===== src/rtl/forwarding_scoreboard.sv =====
// Operand-forwarding scoreboard for a multi-lane in-order pipeline.
// Tracks EX/MEM/WB register tags, produces forward selects, load-use stalls and a stall counter.
module forwarding_scoreboard #(
  parameter int LANES = 2,
  parameter int CNT_W = 16,
  localparam int SELW = $clog2(2*LANES+1)
) (
  input  logic                    clk,
  input  logic                    rst,
  input  logic [LANES-1:0]        id_valid,
  input  logic [LANES-1:0]        id_regwrite,
  input  logic [LANES-1:0]        id_is_load,
  input  logic [LANES-1:0]        id_is_store,
  input  logic [5*LANES-1:0]      id_dest,
  input  logic [5*LANES-1:0]      id_rs,
  input  logic [5*LANES-1:0]      id_rt,
  input  logic                    ext_stall,
  input  logic                    flush,
  input  logic                    cnt_clr,
  output logic [SELW*LANES-1:0]   fwd_a,
  output logic [SELW*LANES-1:0]   fwd_b,
  output logic [SELW*LANES-1:0]   mem_fwd,
  output logic                    load_use_stall,
  output logic [LANES-1:0]        bundle_conflict,
  output logic [CNT_W-1:0]        stall_count
);

  // Only the tag fields consumed downstream are carried past EX.
  logic [LANES-1:0] vld_p0, vld_p1, vld_p2;
  logic [LANES-1:0] rw_p0, rw_p1, rw_p2;
  logic [LANES-1:0] ld_p0;
  logic [LANES-1:0] st_p0, st_p1;
  logic [4:0]       dest_p0 [LANES];
  logic [4:0]       dest_p1 [LANES];
  logic [4:0]       dest_p2 [LANES];
  logic [4:0]       rs_p0   [LANES];
  logic [4:0]       rt_p0   [LANES];
  logic [4:0]       rt_p1   [LANES];

  function automatic logic hit(input logic v, input logic rw,
                               input logic [4:0] dest, input logic [4:0] src);
    return v && rw && (dest != 5'd0) && (dest == src);
  endfunction

  function automatic logic [CNT_W-1:0] sat_inc(input logic [CNT_W-1:0] c);
    return (&c) ? c : c + CNT_W'(1);
  endfunction

  // ID -> EX (p0), EX -> MEM (p1), MEM -> WB (p2): valid bits and counter
  always_ff @(posedge clk or posedge rst) begin
    if (rst) begin
      vld_p0      <= '0;
      vld_p1      <= '0;
      vld_p2      <= '0;
      stall_count <= '0;
    end else begin
      if (!ext_stall) begin
        vld_p2 <= vld_p1;
        vld_p1 <= vld_p0;
        vld_p0 <= (flush || load_use_stall) ? '0 : id_valid;
      end else if (flush) begin
        vld_p0 <= '0;
      end
      if (cnt_clr)
        stall_count <= '0;
      else if (load_use_stall && !ext_stall)
        stall_count <= sat_inc(stall_count);
    end
  end

  // Tag payload; meaningless while the matching valid bit is low, so no reset
  always_ff @(posedge clk) begin
    if (!ext_stall) begin
      rw_p0 <= id_regwrite;
      ld_p0 <= id_is_load;
      st_p0 <= id_is_store;
      for (int k = 0; k < LANES; k++) begin
        dest_p0[k] <= id_dest[5*k +: 5];
        rs_p0[k]   <= id_rs[5*k +: 5];
        rt_p0[k]   <= id_rt[5*k +: 5];
      end
      rw_p1   <= rw_p0;
      st_p1   <= st_p0;
      dest_p1 <= dest_p0;
      rt_p1   <= rt_p0;
      rw_p2   <= rw_p1;
      dest_p2 <= dest_p1;
    end
  end

  // Forward selects: WB scanned first so MEM overrides; ascending lanes so younger wins
  always_comb begin
    fwd_a   = '0;
    fwd_b   = '0;
    mem_fwd = '0;
    for (int k = 0; k < LANES; k++) begin
      for (int j = 0; j < LANES; j++) begin
        if (hit(vld_p2[j], rw_p2[j], dest_p2[j], rs_p0[k]))
          fwd_a[SELW*k +: SELW] = SELW'(1 + LANES + j);
        if (hit(vld_p2[j], rw_p2[j], dest_p2[j], rt_p0[k]))
          fwd_b[SELW*k +: SELW] = SELW'(1 + LANES + j);
      end
      for (int j = 0; j < LANES; j++) begin
        if (hit(vld_p1[j], rw_p1[j], dest_p1[j], rs_p0[k]))
          fwd_a[SELW*k +: SELW] = SELW'(1 + j);
        if (hit(vld_p1[j], rw_p1[j], dest_p1[j], rt_p0[k]))
          fwd_b[SELW*k +: SELW] = SELW'(1 + j);
      end
      if (vld_p1[k] && st_p1[k]) begin
        for (int j = 0; j < LANES; j++) begin
          if (hit(vld_p2[j], rw_p2[j], dest_p2[j], rt_p1[k]))
            mem_fwd[SELW*k +: SELW] = SELW'(1 + LANES + j);
        end
      end
    end
  end

  // Hazard detection against the ID bundle
  always_comb begin
    load_use_stall  = 1'b0;
    bundle_conflict = '0;
    for (int i = 0; i < LANES; i++) begin
      for (int j = 0; j < LANES; j++) begin
        if (vld_p0[i] && ld_p0[i] && (dest_p0[i] != 5'd0) && id_valid[j] &&
            ((dest_p0[i] == id_rs[5*j +: 5]) || (dest_p0[i] == id_rt[5*j +: 5])))
          load_use_stall = 1'b1;
      end
    end
    for (int j = 1; j < LANES; j++) begin
      for (int i = 0; i < j; i++) begin
        if (id_valid[i] && id_regwrite[i] && (id_dest[5*i +: 5] != 5'd0) &&
            ((id_dest[5*i +: 5] == id_rs[5*j +: 5]) || (id_dest[5*i +: 5] == id_rt[5*j +: 5])))
          bundle_conflict[j] = 1'b1;
      end
    end
  end

endmodule


===== config.mk =====
export PLATFORM = sky130hd
export DESIGN_NAME = forwarding_scoreboard
export DESIGN_NICKNAME = d
export VERILOG_FILES = /design/src/rtl/forwarding_scoreboard.sv
export SDC_FILE = /design/constraint.sdc
export NUM_CORES = 1
export LEC_CHECK = 0
export BUFFER_PORTS_ARGS = -buffer_cell sky130_fd_sc_hd__buf_4
export CAP_MARGIN = 20
export CORE_MARGIN = 4
export CORE_UTILIZATION = 52
export CTS_CLUSTER_SIZE = 20
export DETAILED_ROUTE_END_ITERATION = 12
export PLACE_DENSITY = 0.8
export SLEW_MARGIN = 20
export SYNTH_ARGS = -nofsm -noshare
export SYNTH_HDL_FRONTEND = slang
export SYNTH_SLANG_ARGS = --single-unit

===== constraint.sdc =====
create_clock -name clk -period 2.22 [get_ports clk]
set_input_delay 0 -clock clk [delete_from_list [all_inputs] [get_ports clk]]
set_output_delay 0 -clock clk [all_outputs]
set_load 0.03 [all_outputs]

Yosys cells after proc, flatten, opt, wreduce, memory -nomap -nowiden
Memory sizes are Yosys's and may differ from the RTL's.
Index checks and enable logic that the tools add are counted.
- flip-flop bits (word level): 84
- RAM bits: 10
- input port bits: 43
- memories kept: 1
- add/subtract/negate cells: 1
- equal/unequal tests: 32
- multiplexer cells: 34
- reduce and logical (&&, ||, !) cells: 63
- memories (name ; depth ; width ; read ports ; clocked after memory_dff ; write ports ; RTL line ; RTL):
    rs_p0 ; 2 ; 5 ; 2 ; 0 ; 2 ; 36 ; logic [4:0] rs_p0 [LANES];
- operators by type and width (kind ; number):
    $eq 5x5->1 ; 30
    $mux 16 ; 3
    $mux 3 ; 16
    $logic_and 1x1->1 ; 46
    $reduce_bool 5->1 ; 7
    $mux 2 ; 9
    $add 16x1->16 const B ; 1
    $reduce_and 16->1 ; 1
    $logic_or 1x1->1 ; 6
    $mux 1 ; 6
    $ne 2x1->1 const B ; 1
    $ne 2x2->1 const B ; 1
    $reduce_and 2->1 ; 1
    $reduce_bool 2->1 ; 1
    $logic_not 1->1 ; 1

Logic depth before layout (Yosys ltp)
- depth in word-level cells: 11
- depth in mapped cells: 9
- depth with buffers taken out: 9

Least setup slack after synthesis
Ideal clock, no wire load.
- path kind: register to output
- start point: register dest_p2[0] in the netlist's numbering
- end point: output port mem_fwd[1]
- arrival: 2.448 ns
- required time: 2.220 ns
- slack: -0.228 ns
- cell stages (with the launch flop): 8
- buffers on the path: 2
- cell sequence: edfxtp_1 -> clkbuf_1 -> or3_1 -> o311a_1 -> nand4_1 -> nor3_1 -> nor3_1 -> buf_4
- longest elaborated chain between the ends: 5
- elaborated cells between the ends (all ways): 6
- RTL lines (element ; RTL line ; RTL):
    start, declared ; 35 ; logic [4:0] dest_p2 [LANES];
    start signal, assigned ; 87 ; dest_p2 <= dest_p1;
    $reduce_bool 5->1 ; 42 ; return v && rw && (dest != 5'd0) && (dest == src);
    $logic_and 1x1->1 ; 42 ;
    $logic_and 1x1->1 * ; 42 ;
    $mux 3 * ; 111 ; if (hit(vld_p2[j], rw_p2[j], dest_p2[j], rt_p1[k]))
    $mux 3 * ; 109 ; if (vld_p1[k] && st_p1[k]) begin
    end, declared ; 22 ; output logic [SELW*LANES-1:0] mem_fwd,
Every way passes the cells marked *; elsewhere a longest branch is shown, timed or not.

Worst setup path in the final report
- start point: register dest_p0[5] in the netlist's numbering
- end point: register stall_count[13]
- longest elaborated chain between the ends: 11
- elaborated cells between the ends (all ways): 19
- RTL lines (element ; RTL line ; RTL):
    start, declared ; 33 ; logic [4:0] dest_p0 [LANES];
    start signal, assigned by index ; 78 ; dest_p0[k] <= id_dest[5*k +: 5];
    $reduce_bool 5->1 ; 124 ; if (vld_p0[i] && ld_p0[i] && (dest_p0[i] != 5'd0) && id_valid[j] &&
    $logic_and 1x1->1 (3 in series) ; 124 ;
    $mux 1 ; 124 ;
    $mux 1 * (3 in series) ; 124 ;
    $logic_and 1x1->1 * ; 66 ; else if (load_use_stall && !ext_stall)
    $reduce_bool 2->1 (no source line) * ; -- ;
    $reduce_and 2->1 (no source line) * ; -- ;
    end signal, assigned ; 67 ; stall_count <= sat_inc(stall_count);
    end, declared ; 25 ; output logic [CNT_W-1:0] stall_count
Marked as above.
A chain may end at the register's enable or synchronous reset.

==> run summary <==
SETUP PATH
------------------------------------------------------------------------------------------
Worst reg-to-reg path cell count ............................................            8
Slowest stage delay, CP .....................................................      0.51 ns
WP data required ............................................................      2.51 ns
Critical Path Start .........................................................   dest_p0[5]
Endpoint of the most critical setup path .................................... stall_count[13]
FF-to-FF setup slack ........................................................     -0.04 ns
Total stage count of the critical path ......................................            8
Critical Path, Cell by Cell ................................................. xnor2_1, nand4_1, o22ai_2, o2111ai_2, a211oi_4, o21ai_2, or3_1, a21oi_1
Critical register-to-register path endpoint ................................. stall_count[13]
Crit start category .........................................................    flip-flop
Highest-delay cell along the critical path .................................. sky130_fd_sc_hd__edfxtp_1
CP top delay family ......................................................... compound AO/OA/AOI/OAI gates
Setup CP Type ...............................................................      reg2reg
Worst r2r src ...............................................................   dest_p0[5]
Worst path bufs/invs ........................................................            0
Worst setup EP type .........................................................    flip-flop
Crit-path max FO ............................................................            7
Worst path arrival time .....................................................      2.55 ns

GLOBAL ROUTING
------------------------------------------------------------------------------------------
First-pass GRT wire length ..................................................     21330 µm
Vias in the first global route ..............................................         4178
Initial antenna violation count .............................................            0
Pin count of the biggest net entering global routing ........................           29
All-Layer GR Usage ..........................................................       23.60%
Overall overflow remaining after global route ...............................            0

PLACED DESIGN
------------------------------------------------------------------------------------------
Detailed Place HPWL .........................................................      9776 µm
Input/output buffers ........................................................           78
Placed instance area ........................................................     6228 µm²
Final weighted congestion in routability-driven placement ...................       0.9148

TIMING
------------------------------------------------------------------------------------------
Worst-case setup margin in the final layout .................................  -0.03570 ns
Worst-Margin Slew ...........................................................    0.8660 ns
Final Skew ..................................................................   0.01061 ns
Highest clock rate ..........................................................    443.3 MHz
Slew headroom ...............................................................       42.20%
Count of endpoints failing hold in the final timing report ..................            0
Time the final worst path needs with I/O delays and setup ...................     2.256 ns
Setup violations, final .....................................................            6
Fin crit share ..............................................................       101.6%
RSZ-0062 raised after global routing ........................................         true
TNS Setup ...................................................................  -0.09993 ns
Number of max-slew violations in the final report ...........................            0

DIE
------------------------------------------------------------------------------------------
Core box area ...............................................................     9955 µm²
Horizontal die dimension ....................................................     109.9 µm
Core Rows ...................................................................           36
Vert. Die Dim ...............................................................     109.9 µm
Die Area ....................................................................    12070 µm²
Ports .......................................................................           80
Initial core utilization ....................................................       54.20%

CLOCK NETWORK
------------------------------------------------------------------------------------------
Clock tree root buffer cell ................................................. sky130_fd_sc_hd__clkbuf_8
H-tree levels ...............................................................            3
Bufs on Longest Clock Path ..................................................            2
Clock Latency Late Sink .....................................................      0.36 ns
TritonCTS Buffers ...........................................................            9
Clock sink count ............................................................           94
Clock edge transition at the registers on the reported setup and hold paths .      0.09 ns
CTS tree ....................................................................        built

MIN PATH
------------------------------------------------------------------------------------------
Worst min-delay path category ...............................................       in2reg
Instance count along the most critical hold path ............................            4

OUTCOME
------------------------------------------------------------------------------------------
Violations in the final reports ............................................. negative setup slack
Outcome ..................................................................... finished, violations left

DETAILED ROUTING
------------------------------------------------------------------------------------------
Number of nets with antenna violations after routing ........................            0
Detailed router's first-iteration violation count ...........................          208
Pre-antenna DRT Iters .......................................................            4
Routed wire length ..........................................................     13870 µm
DRC errors left .............................................................            0
Mean number of vias per cell ................................................        5.518
Number of vias after detailed routing .......................................         4122
Routed wire per std cell ....................................................     18.56 µm

YOSYS
------------------------------------------------------------------------------------------
Async SR Flop Fraction ......................................................       23.40%
Synthesized instance count ..................................................          476
Summed instance area of the synthesized netlist .............................     5395 µm²
Library cells used by synthesis .............................................           46
Synthesized net count .......................................................          520
EDFF count, synth ...........................................................           72
Sequential element share of the synthesized area ............................       50.28%
#FFs+latches synth ..........................................................           94
Mapped Avg Cell Area ........................................................    11.33 µm²
Top FF cell, synth .......................................................... sky130_fd_sc_hd__edfxtp_1
Warnings from Yosys .........................................................            0

FINISH
------------------------------------------------------------------------------------------
Number of antenna diodes ....................................................            0
Share of final-layout standard cells stronger than drive strength 1 .........       27.36%
Total number of nets in the final design ....................................          653
Post-layout util ............................................................       70.81%
Area grow syn2layout ........................................................       30.66%
Area occupied by multi-input gates ..........................................     2630 µm²
Final design area excluding fillers .........................................     7049 µm²
Area taken by flip-flops and latches ........................................     2713 µm²
Number of fillers in the final layout .......................................          678

PWR
------------------------------------------------------------------------------------------
Power density cells ......................................................... 554.4 nW/µm²
Reported leakage power ......................................................     2.717 nW
Worst voltage drop across the vdd grid ......................................    0.2849 mV

RUN
------------------------------------------------------------------------------------------
Reported max-cap violation count ............................................            0

==> sequential cells by signal, summed over array words and instances, names as in the netlist <==
signal and flops:
rt_p1 10, vld_p1 2, st_p0 2, dest_p0 10
rw_p1 2, rw_p2 2, stall_count 16, rw_p0 2
dest_p1 10, vld_p0 2, vld_p2 2, st_p1 2
dest_p2 10, rt_p0 10, ld_p0 2, rs_p0 10
==> tightest hold or removal path, cell delays in order <==
cell	delay [ns]
sky130_fd_sc_hd__buf_4	0.14
sky130_fd_sc_hd__nor3b_1	0.14
sky130_fd_sc_hd__a21oi_1	0.11
sky130_fd_sc_hd__nor2_1	0.05
==> cell type report <==
class / instances / area share (%)
clock inverter: 1 / 0.1242
tap: 133 / 2.361
sequential: 94 / 38.48
timing repair buffer: 162 / 19.08
multi-input combinational: 334 / 37.31
inverter: 8 / 0.4260
clock buffer: 15 / 2.219
==> kinds of logic after synthesis <==
logic type               after synthesis  share of synthesized area (%)
buffers and inverters                 48                          4.105
XOR/XNOR                             158                          25.79
adder cells (fa/ha/maj)                1                         0.2319
flip-flops                            94                          50.28
AND/OR/NAND/NOR                      128                          12.96
multiplexers                           6                          1.229
AO/OA/AOI/OAI                         40                          5.334
other                                  1                        0.06951
==> power breakdown <==
group          total (mW)  switching (mW)  leakage (nW)  internal, mW
sequential           2.17           0.147          1.01          2.02
clock                1.02           0.575        0.0819         0.444
combinational       0.719           0.343          1.63         0.376
==> layer usage <==
layer | vias to the layer above | GRT usage (%) | wire length (µm)
li1 | 1936 | - | -
met1 | 1991 | 30.38 | 5724
met2 | 169 | 39.17 | 6943
met3 | 26 | 4.874 | 899
met4 | 0 | 8.994 | 298
met5 | - | 0 | 0
==> Yosys cell counts, types with 3 or more instances <==
master | count | area [µm²]
sky130_fd_sc_hd__xor2_1 | 81 | 709.4
sky130_fd_sc_hd__xnor2_1 | 76 | 665.6
sky130_fd_sc_hd__edfxtp_1 | 72 | 2162
sky130_fd_sc_hd__dfrtp_1 | 22 | 550.5
sky130_fd_sc_hd__clkbuf_1 | 20 | 75.07
sky130_fd_sc_hd__nand3_1 | 20 | 100.1
sky130_fd_sc_hd__nor4_1 | 20 | 125.1
sky130_fd_sc_hd__nor2_1 | 19 | 71.32
sky130_fd_sc_hd__nand4_1 | 18 | 112.6
sky130_fd_sc_hd__nor3_1 | 16 | 80.08
sky130_fd_sc_hd__nand2_1 | 11 | 41.29
sky130_fd_sc_hd__a21oi_1 | 9 | 45.04
sky130_fd_sc_hd__buf_1 | 8 | 30.03
sky130_fd_sc_hd__inv_1 | 8 | 30.03
sky130_fd_sc_hd__o21ai_0 | 8 | 40.04
sky130_fd_sc_hd__buf_2 | 6 | 30.03
sky130_fd_sc_hd__o211ai_1 | 6 | 45.04
sky130_fd_sc_hd__and3_1 | 5 | 31.28
sky130_fd_sc_hd__or3_1 | 5 | 31.28
sky130_fd_sc_hd__or4_1 | 5 | 37.54
sky130_fd_sc_hd__mux2_2 | 4 | 45.04
sky130_fd_sc_hd__buf_4 | 3 | 22.52
sky130_fd_sc_hd__buf_6 | 3 | 33.78
sky130_fd_sc_hd__o21bai_1 | 3 | 22.52
==> timing repair <==
item,CTS,global route
setup endpoints to repair,18,29
pin swaps,4,17
resized for setup,6,19
setup buffers,4,9
endpoints found under the hold margin,73,0
hold buffers,40,0
==> placed cells by master (no fill, tap or decap), drive strengths merged, types with 5 or more instances in the layout <==
cell,netlist,layout
o21ai,9,9
or4,5,5
a21oi,9,9
clkbuf,20,15
buf,20,122
or3,5,5
o211ai,6,6
inv,8,8
nand3,20,20
xnor2,77,77
nand2,11,11
nor4,20,20
nand4,18,18
xor2,81,81
dfrtp,22,22
nor3,16,16
edfxtp,72,72
mux2,5,5
dlygate4sd3,0,40
nor2,21,21
and3,5,5
==> through the flow <==
stage	cells	hold slack, ns	setup WS, ns	total power [mW]
floorplan	476	-0.01077	0.01102	2.575
global placement	678	0.1730	0.004401	2.772
detailed placement	678	0.1756	-0.08726	2.806
CTS	738	0.06885	-0.04310	3.868
global route	747	0.09254	-0.1867	4.067
finish	747	0.09522	-0.03570	3.908
==> worst min path at each step <==
| stage | start | end | slack [ns] |
|---|---|---|---|
| 2_1_floorplan | rst | stall_count[0] | -0.01 |
| 3_3_place_gp | flush | vld_p0[0] | 0.17 |
| 3_5_place_dp | flush | vld_p0[1] | 0.18 |
| 4_1_cts | id_valid[1] | vld_p0[1] | 0.07 |
| 5_1_grt | id_valid[0] | vld_p0[0] | 0.09 |
| 6_report | id_valid[1] | vld_p0[1] | 0.1 |
Power figures use the tool's default switching activity.
